--- config.mk ---
export PLATFORM = sky130hd
export DESIGN_NAME = pixel_stream_writer
export DESIGN_NICKNAME = d
export VERILOG_FILES = /design/src/rtl/pixel_writer_pkg.sv /design/src/rtl/pixel_stream_writer_byte_packer.sv /design/src/rtl/pixel_stream_writer.sv
export SDC_FILE = /design/constraint.sdc
export NUM_CORES = 1
export LEC_CHECK = 0
export ABC_AREA = 1
export CAP_MARGIN = 20
export CELL_PAD_IN_SITES_DETAIL_PLACEMENT = 0
export CELL_PAD_IN_SITES_GLOBAL_PLACEMENT = 1
export CORE_ASPECT_RATIO = 0.9
export CORE_MARGIN = 2
export CORE_UTILIZATION = 43
export CTS_BUF_LIST = sky130_fd_sc_hd__clkbuf_4
export CTS_CLUSTER_SIZE = 14
export DETAILED_ROUTE_END_ITERATION = 10
export HOLD_SLACK_MARGIN = 0.05
export PLACE_DENSITY = 0.91
export SYNTH_ARGS = -nofsm -noshare
export SYNTH_HDL_FRONTEND = slang
export SYNTH_SLANG_ARGS = --single-unit
--- constraint.sdc ---
create_clock -name clk -period 3.8 [get_ports clk]
set_input_delay 0.38 -clock clk [delete_from_list [all_inputs] [get_ports clk]]
set_output_delay 0.38 -clock clk [all_outputs]
set_load 0.01 [all_outputs]
--- src/rtl/pixel_writer_pkg.sv ---
// Shared types and helpers for the pixel RAM write side: FSM states and the
// byte-lane enable mask used when a word is committed to port A.
package pixel_writer_pkg;

    localparam int LANES = 4;

    typedef enum logic [1:0] {
        IDLE = 2'd0,
        FILL = 2'd1,
        DONE = 2'd2
    } state_t;

    // Mask of lanes filled up to and including the given lane.
    function automatic logic [LANES-1:0] lane_mask(input logic [1:0] lane);
        logic [LANES-1:0] m;
        case (lane)
            2'd0:    m = 4'b0001;
            2'd1:    m = 4'b0011;
            2'd2:    m = 4'b0111;
            2'd3:    m = 4'b1111;
            default: m = 4'b1111;
        endcase
        return m;
    endfunction

endpackage

--- src/rtl/pixel_stream_writer_byte_packer.sv ---
// Four-lane little-endian byte packer: holds lanes 0..2 of the word in progress
// and presents the completed word (with the incoming byte inserted) plus its fill mask.
module byte_packer
    import pixel_writer_pkg::*;
(
    input  logic             clk,
    input  logic             reset,
    input  logic             clear,
    input  logic             accept,
    input  logic             flush,
    input  logic [1:0]       lane,
    input  logic [7:0]       byte_in,
    output logic [31:0]      word,
    output logic [LANES-1:0] mask
);

    logic [23:0] lanes_r;

    // Assemble the word as it would be written this cycle; lanes above the
    // current one are always zero so partial words carry no stale bytes.
    always_comb begin
        word = 32'h0000_0000;
        for (int i = 0; i < 3; i++) begin
            if (2'(i) < lane) begin
                word[8*i +: 8] = lanes_r[8*i +: 8];
            end else if (2'(i) == lane) begin
                word[8*i +: 8] = byte_in;
            end else begin
                word[8*i +: 8] = 8'h00;
            end
        end
        if (lane == 2'd3) begin
            word[31:24] = byte_in;
        end else begin
            word[31:24] = 8'h00;
        end
        mask = lane_mask(lane);
    end

    // Lane storage: emptied whenever a word is handed off or the fill restarts.
    always_ff @(posedge clk or posedge reset) begin
        if (reset) begin
            lanes_r <= 24'h00_0000;
        end else if (clear || (accept && flush)) begin
            lanes_r <= 24'h00_0000;
        end else if (accept) begin
            case (lane)
                2'd0:    lanes_r[7:0]   <= byte_in;
                2'd1:    lanes_r[15:8]  <= byte_in;
                2'd2:    lanes_r[23:16] <= byte_in;
                default: lanes_r        <= lanes_r;
            endcase
        end else begin
            lanes_r <= lanes_r;
        end
    end

endmodule

--- src/rtl/pixel_stream_writer.sv ---
// Port-A write side of the dual-port pixel RAM: packs a byte stream into 32-bit
// words and issues one registered write per word, one frame per start.
module pixel_stream_writer
    import pixel_writer_pkg::*;
#(
    parameter int ADDR_W      = 17,
    parameter int FRAME_BYTES = 76800,
    parameter int BASE_ADDR   = 0
) (
    input  logic              clk,
    input  logic              reset,
    input  logic              start,
    input  logic              abort,
    input  logic              s_valid,
    input  logic [7:0]        s_data,
    input  logic              s_last,
    output logic              s_ready,
    output logic [ADDR_W-1:0] address_a,
    output logic [31:0]       data_a,
    output logic [3:0]        byteena_a,
    output logic              wren_a,
    output logic              busy,
    output logic              done
);

    localparam int CNT_W = $clog2(FRAME_BYTES) + 1;

    state_t            state_r;
    state_t            state_s;
    logic [CNT_W-1:0]  byte_cnt_r;
    logic [ADDR_W-1:0] word_addr_r;
    logic              accept_s;
    logic              final_s;
    logic              word_done_s;
    logic              start_s;
    logic              clear_s;
    logic [1:0]        lane_s;
    logic [31:0]       word_s;
    logic [3:0]        mask_s;

    assign s_ready     = (state_r == FILL) && !abort;
    assign busy        = (state_r == FILL);
    assign accept_s    = s_valid && s_ready;
    assign lane_s      = byte_cnt_r[1:0];
    assign final_s     = accept_s && (s_last || (byte_cnt_r == CNT_W'(FRAME_BYTES - 1)));
    assign word_done_s = accept_s && ((lane_s == 2'd3) || final_s);
    assign start_s     = (state_r == IDLE) && start && !abort;
    assign clear_s     = abort || start_s;

    byte_packer u_packer (
        .clk     (clk),
        .reset   (reset),
        .clear   (clear_s),
        .accept  (accept_s),
        .flush   (word_done_s),
        .lane    (lane_s),
        .byte_in (s_data),
        .word    (word_s),
        .mask    (mask_s)
    );

    // Next-state logic; abort overrides every transition.
    always_comb begin
        state_s = state_r;
        if (abort) begin
            state_s = IDLE;
        end else begin
            case (state_r)
                IDLE: begin
                    if (start) begin
                        state_s = FILL;
                    end else begin
                        state_s = IDLE;
                    end
                end
                FILL: begin
                    if (final_s) begin
                        state_s = DONE;
                    end else begin
                        state_s = FILL;
                    end
                end
                DONE:    state_s = IDLE;
                default: state_s = IDLE;
            endcase
        end
    end

    // State, byte counter and word address registers.
    always_ff @(posedge clk or posedge reset) begin
        if (reset) begin
            state_r     <= IDLE;
            byte_cnt_r  <= '0;
            word_addr_r <= ADDR_W'(BASE_ADDR);
        end else begin
            state_r <= state_s;
            if (clear_s) begin
                byte_cnt_r <= '0;
            end else if (accept_s) begin
                byte_cnt_r <= byte_cnt_r + CNT_W'(1);
            end else begin
                byte_cnt_r <= byte_cnt_r;
            end
            // Address wraps modulo 2^ADDR_W by plain overflow.
            if (start_s) begin
                word_addr_r <= ADDR_W'(BASE_ADDR);
            end else if (word_done_s) begin
                word_addr_r <= word_addr_r + ADDR_W'(1);
            end else begin
                word_addr_r <= word_addr_r;
            end
        end
    end

    // Port-A write strobe, data and enables, one cycle after the completing byte.
    always_ff @(posedge clk or posedge reset) begin
        if (reset) begin
            wren_a    <= 1'b0;
            data_a    <= 32'h0000_0000;
            byteena_a <= 4'b0000;
            address_a <= ADDR_W'(BASE_ADDR);
            done      <= 1'b0;
        end else begin
            wren_a <= word_done_s;
            done   <= (state_r == DONE) && !abort;
            if (word_done_s) begin
                data_a    <= word_s;
                byteena_a <= mask_s;
                address_a <= word_addr_r;
            end else begin
                data_a    <= 32'h0000_0000;
                byteena_a <= 4'b0000;
                address_a <= address_a;
            end
        end
    end

endmodule
; ---- Word-level counts from Yosys, hierarchy flattened
; Index checks and enable logic that the tools add are counted.
[totals]
reg_bits = 116
out_inout_bits = 57
wordCells = 71
[classes]
n_addsub = 2
magnitude_cmp = 3
n_eq_ne = 8
muxes = 23
n_reduce_logical = 24
[op_table]
columns = op, count
row1 = 8-bit 2-to-1 mux, 10
row2 = 24-bit 2-to-1 mux, 2
row3 = 18-bit 2-to-1 mux, 2
row4 = 17-bit 2-to-1 mux, 2
row5 = 32-bit 2-to-1 mux, 1
row6 = "18-bit by 1-bit adder with 18-bit output, second input constant", 1
row7 = "18-bit by 17-bit == test with 1-bit output, second input constant", 1
row8 = "17-bit by 1-bit adder with 17-bit output, second input constant", 1
row9 = 4-bit one-hot mux with 4 select lines, 1
row10 = 2-bit nonzero test, 6
row11 = 1-bit logical AND, 8
row12 = "2-bit == test, second input constant", 3
row13 = 2-bit AND reduction, 3
row14 = "2-bit by 1-bit == test with 1-bit output, second input constant", 2
row15 = 2-bit zero test, 2
row16 = 1-bit logical OR, 4
row17 = "1-bit by 2-bit less-than comparator with 1-bit output, first input constant", 2
row18 = 2-bit 2-to-1 mux, 2
row19 = 4-bit 2-to-1 mux, 1
row20 = 2-bit one-hot mux with 2 select lines, 1
row21 = "1-bit by 2-bit == test with 1-bit output, first input constant", 1
row22 = "2-bit == test, first input constant", 1
row23 = "2-bit less-than comparator, first input constant", 1
row24 = 1-bit zero test, 1
row25 = 1-bit 2-to-1 mux, 1

; ---- Longest topological paths before layout
[logic_depth]
depth_word = 10
depth_mapped = 13
mapped_depth_nobuf = 12

; ---- Cells and area by module
; From an unflattened synthesis, not the netlist that was laid out.
[hier_totals]
hier_cells = 701
area_unflattened_um2 = 5793.1
[modules_own_cells]
columns = module, instances, cells_each, area_per_inst_um2
row1 = pixel_stream_writer, 1, 507, 4405.5
row2 = byte_packer, 1, 194, 1387.6

; ---- Worst setup path before layout
; OpenSTA, ideal clock, no wires.
[synth_timing]
path_kind = register to register
start = reg byte_cnt_r[1]
end = reg u_packer.lanes_r[0]
arrival_time_ps = 2024
required_ps = 3681
setup_slack_ps = 1657
stages_incl_launch_ff = 10
path_buffers = 2
synth_period_minus_slack_ps = 2143
cell_sequence = dfrtp_1 -> inv_1 -> clkbuf_1 -> ha_1 -> clkbuf_1 -> clkinv_1 -> nand4_2 -> nand2_1 -> nand2_1 -> nand2_1
[synth_between]
elab_chain_len = 9
word_cells_on_any_way = 13
classes_between = eq/ne: 2 / mux: 1 / reduce/logical: 10
[synth_rtl]
columns = item, line_no
row1 = "start, declared", pixel_stream_writer.sv:30  ; logic [CNT_W-1:0] byte_cnt_r;
row2 = "start signal, assigned", pixel_stream_writer.sv:100  ; byte_cnt_r <= byte_cnt_r + CNT_W'(1);
row3 = "start signal, assigned", pixel_stream_writer.sv:102  ; byte_cnt_r <= byte_cnt_r;
row4 = 18-bit by 17-bit == test with 1-bit output, pixel_stream_writer.sv:45  ; assign final_s = accept_s && (s_last || (byte_cnt_r == CNT_W'(FRAME_BYTES - 1)));
row5 = 1-bit logical OR, pixel_stream_writer.sv:45
row6 = 1-bit logical AND, pixel_stream_writer.sv:45
row7 = 1-bit logical OR, pixel_stream_writer.sv:46  ; assign word_done_s = accept_s && ((lane_s == 2'd3) || final_s);
row8 = 1-bit logical AND, pixel_stream_writer.sv:46
row9 = 1-bit logical AND, pixel_stream_writer_byte_packer.sv:44  ; end else if (clear || (accept && flush)) begin
row10 = 1-bit logical OR, pixel_stream_writer_byte_packer.sv:44
row11 = 2-bit nonzero test (no line), n/a
row12 = 2-bit AND reduction (no line), n/a
row13 = "end signal, assigned", pixel_stream_writer_byte_packer.sv:48  ; 2'd0: lanes_r[7:0] <= byte_in;
row14 = "end signal, assigned", pixel_stream_writer_byte_packer.sv:51  ; default: lanes_r <= lanes_r;
row15 = "end signal, assigned", pixel_stream_writer_byte_packer.sv:54  ; lanes_r <= lanes_r;
row16 = "end, declared", pixel_stream_writer_byte_packer.sv:17  ; logic [23:0] lanes_r;
; Several ways; a longest one is shown, not always the timed one.
; A chain may end at the register's enable or synchronous reset.

; ---- Worst setup path after layout
[layout_timing]
start = reg byte_cnt_r[0]
end = reg word_addr_r[15]
[layout_between]
elab_chain_len = 6
word_cells_on_any_way = 7
classes_between = eq/ne: 2 / reduce/logical: 5
[layout_rtl]
columns = item, line_no
row1 = 18-bit by 17-bit == test with 1-bit output, pixel_stream_writer.sv:45
row2 = 1-bit logical OR, pixel_stream_writer.sv:45
row3 = 1-bit logical AND, pixel_stream_writer.sv:45
row4 = 1-bit logical OR (*), pixel_stream_writer.sv:46
row5 = 1-bit logical AND (*), pixel_stream_writer.sv:46
row6 = 2-bit nonzero test (no line) (*), n/a
row7 = "end signal, assigned", pixel_stream_writer.sv:94  ; word_addr_r <= ADDR_W'(BASE_ADDR);
row8 = "end signal, assigned", pixel_stream_writer.sv:106  ; word_addr_r <= ADDR_W'(BASE_ADDR);
row9 = "end signal, assigned", pixel_stream_writer.sv:108  ; word_addr_r <= word_addr_r + ADDR_W'(1);
row10 = "end, declared", pixel_stream_writer.sv:31  ; logic [ADDR_W-1:0] word_addr_r;
; Mark *: on every way between the ends. The rest lies on a longest branch, timed or not.

==> metrics.md <==
| Metric | Value |
|---|---|
| Status | `finished, final reports clean` |
| CTS Hold Buffers Added | `0` |
| Commonest cells post-synth | `nand2_1 (144), dfrtp_1 (115), nor2_1 (77)` |
| Multi-input logic area | `roughly 0.0019 mm²` |
| Setup slack at placement | `just under 800 ps` |
| Routed WL per cell | `around 14 µm` |
| Crit path cell chain | `ha_1 -> nand3_1 -> nor2_2 -> nand3_1 -> nand2_1 -> nand2_2 -> nand2_4 -> inv_2 -> nand2_1 -> o21ai_0` |
| GRT Util Overall | `about a fifth` |
| Area contributors post-synth | `dfrtp_1 (56%), nand2_1 (11%), o21ai_0 (5.9%), nor2_1 (5.6%), nand3_1 (5.0%)` |
| Post-synth EDFFs | `0` |
| Worst Tran Pin Value | `slightly above 700 ps` |
| Final Skew | `14.66 ps` |
| Syn_nets | `slightly above 600` |
| Vias/cell | `5.033` |
| TNS Setup | `0 ps` |
| Post-synthesis cell count | `600` |
| Core area | `0.01153 mm²` |
| HPWL after DPL | `just over 8000 µm` |
| # clock sinks | `around 120` |
| # port buffers | `70` |
| Largest net degree at the start of global routing | `between 50 and 60` |
| Maximum clock rate | `~0.38 GHz` |
| Hold WS | `about 310 ps` |
| Seq/Total Area, Yosys | `approximately 56%` |
| GRT overflow | `0` |
| Via count | `roughly 4.3k` |
| Antenna violations before repair | `0` |
| Worst Path Max Fanout | `27` |
| Final slew viol count | `0` |
| Routed Antenna Nets | `0` |
| Synth Warn # | `0` |
| Worst skew pair latency | `roughly 520 ps` |
| Final min period | `2606 ps` |
| Initial Util | `44.50%` |
| CTS buffer count | `17` |
| Synth top area share | `56.10%` |
| Layout cells sized above 1 | `under 10%` |
| WL final | `between 10000 and 15000 µm` |
| Req. time, crit path | `approximately 4200 ps` |
| Crit Path Class | `reg2reg` |
| Count leader, synth | `nand2_1` |
| Crit-path slowest cell | `inv_2` |
| Post-Synthesis Cell Area | `~0.0051 mm²` |
| Final Hold Vio Count | `0` |
| Crit path capture type | `flop` |
| Die X-Extent | `119.1 µm` |
| Delay of the slowest critical-path stage | `440 ps` |
| Vias in the first global route | `approximately 4.1k` |
| Hold/Removal Path Class | `in2async` |
| Post-CTS resize count | `0` |
| Synth Register Bits | `between 100 and 150` |
| Unique masters post-synth | `30` |
| Reg area | `between 0.002 and 0.003 mm²` |
| CP startpoint kind | `flop` |
| Ports | `a little over 70` |
| Ys async rst share | `100.0%` |
| CP Data Arrival Time | `~3000 ps` |
| Fillcell total | `between 1k and 1.5k` |
| Die H | `between 100 and 150 µm` |
| CTS Buffer Depth | `2` |
| Pre-Repair DR Iteration Count | `5` |
| Area grow syn2layout | `20.95%` |
| Maximum VDD drop | `between 200 and 250 µV` |
| Pleak | `a little under 3 nW` |
| Finish-stage setup viols | `0` |
| Antenna Cells | `0` |
| Post-CTS Setup Bufs | `0` |
| Gp weighted congestion | `between 0.8 and 0.9` |
| Relative slew margins | `53.07%` |
| Final worst-path cycle share | `between 60% and 70%` |
| R2R cell count | `10` |
| H-tree depth | `4` |
| Max Cap Violations | `0` |
| Residual DRC count | `0` |
| Clk pin slew, worst setup/hold paths | `110 ps` |
| Syn_area_per_cell | `8.550 µm²` |
| First-pass GRT wire length | `around 19000 µm` |
| Clock Tree Root | `clkbuf_4` |
| Top FF cell, synth | `dfrtp_1` |
| RSZ-0062 raised after global routing | `false` |
| Crit. path cell count | `10` |
| Cell taking the most area after synthesis | `dfrtp_1` |
| Full die area | `~0.013 mm²` |
| FP Rows | `37` |
| CTS tree | `yes` |
| Buf/Inv on CP | `1` |
| CP delay by family, top | `simple AND/OR/NAND/NOR gates` |
| Fin nets | `695` |
| Setup WS post-layout | `between 1000 and 1500 ps` |
| Pwr dens | `around 390 mW/mm²` |
| DR iter-0 viols | `~350` |
## cells by family (layout without fill, tap and decap cells)
| logic type | count (synthesis) | after routing | share of synthesized area, % |
|---|---|---|---|
| AO/OA/AOI/OAI | 95 | 95 | 9.878 |
| XOR/XNOR | 5 | 5 | 0.8536 |
| adder cells (fa/ha/maj) | 5 | 5 | 1.220 |
| buffers and inverters | 77 | 166 | 6.463 |
| flip-flops | 115 | 115 | 56.10 |
| AND/OR/NAND/NOR | 303 | 303 | 25.49 |
## worst paths after layout
check | start | to | slack (ps)
max | byte_cnt_r[0] | word_addr_r[15] | 1190
min | reset | data_a[0] | 310
max reg2reg | byte_cnt_r[0] | word_addr_r[15] | 1190
min reg2reg | state_r[0] | done | 470
max in group asynchronous | reset | u_packer.lanes_r[4] | 2580
min in group clk | s_data[7] | data_a[7] | 460
## power by group
| part | internal, mW | total (mW) | leakage, nW | switching, mW |
|---|---|---|---|---|
| Combinational | 0.132 | 0.325 | 1.23 | 0.193 |
| Clock | 0.271 | 0.770 | 0.123 | 0.499 |
| Sequential | 1.30 | 1.34 | 1.57 | 0.0460 |
| Total | 1.70 | 2.44 | 2.93 | 0.737 |
## routing by layer
layer  track usage, %  vias to the layer above  wire [µm]
met3            4.926                       10        588
met5                0                        -          0
met2            29.72                      115       5249
met4            8.163                        0        127
met1            25.59                     2031       5505
li1                 -                     2097          -
## flip-flops by register name, summed over array words and instances (netlist names)
name	cells
address_a	17
byte_cnt_r	18
byteena_a	4
data_a	32
done	1
state_r	2
u_packer.lanes_r	24
word_addr_r	17
## per-stage QoR
| stage | cell area [µm²] | instances | utilization (%) | total power [mW] |
|---|---|---|---|---|
| final | 6205 | 845 | 53.83 | 2.438 |
| after global routing | 6205 | 845 | 53.83 | 2.563 |
| after CTS | 6205 | 845 | 53.83 | 2.467 |
| after detailed placement | 5961 | 813 | 51.71 | 1.694 |
| after global placement | 5961 | 813 | 51.71 | 1.685 |
| after floorplan | 5130 | 600 | - | 1.544 |
## area by class of cell
type,instances,area share (%)
timing repair buffer,76,12.02
sequential,115,46.38
inverter,58,3.569
multi-input combinational,408,30.95
clock buffer,18,2.178
clock inverter,14,1.754
tap,156,3.146
## layout by cell type (no fill, tap or decap), types with 3 or more instances in the layout
| master | n |
|---|---|
| clkinv_4 | 5 |
| nand4_1 | 5 |
| nor3_1 | 11 |
| buf_4 | 6 |
| nor3b_1 | 3 |
| inv_1 | 53 |
| inv_6 | 3 |
| ha_1 | 5 |
| o21ai_0 | 60 |
| clkinvlp_4 | 4 |
| clkinv_1 | 3 |
| nand3_1 | 51 |
| nor2_2 | 3 |
| nand2_1 | 144 |
| nor2_1 | 77 |
| nand4_2 | 3 |
| xor2_1 | 4 |
| o21ai_1 | 7 |
| a21oi_1 | 19 |
| clkdlybuf4s50_1 | 70 |
| clkbuf_4 | 18 |
| a21oi_2 | 4 |
| o21ai_2 | 3 |
| dfrtp_1 | 115 |
Power figures use the tool's default switching activity.
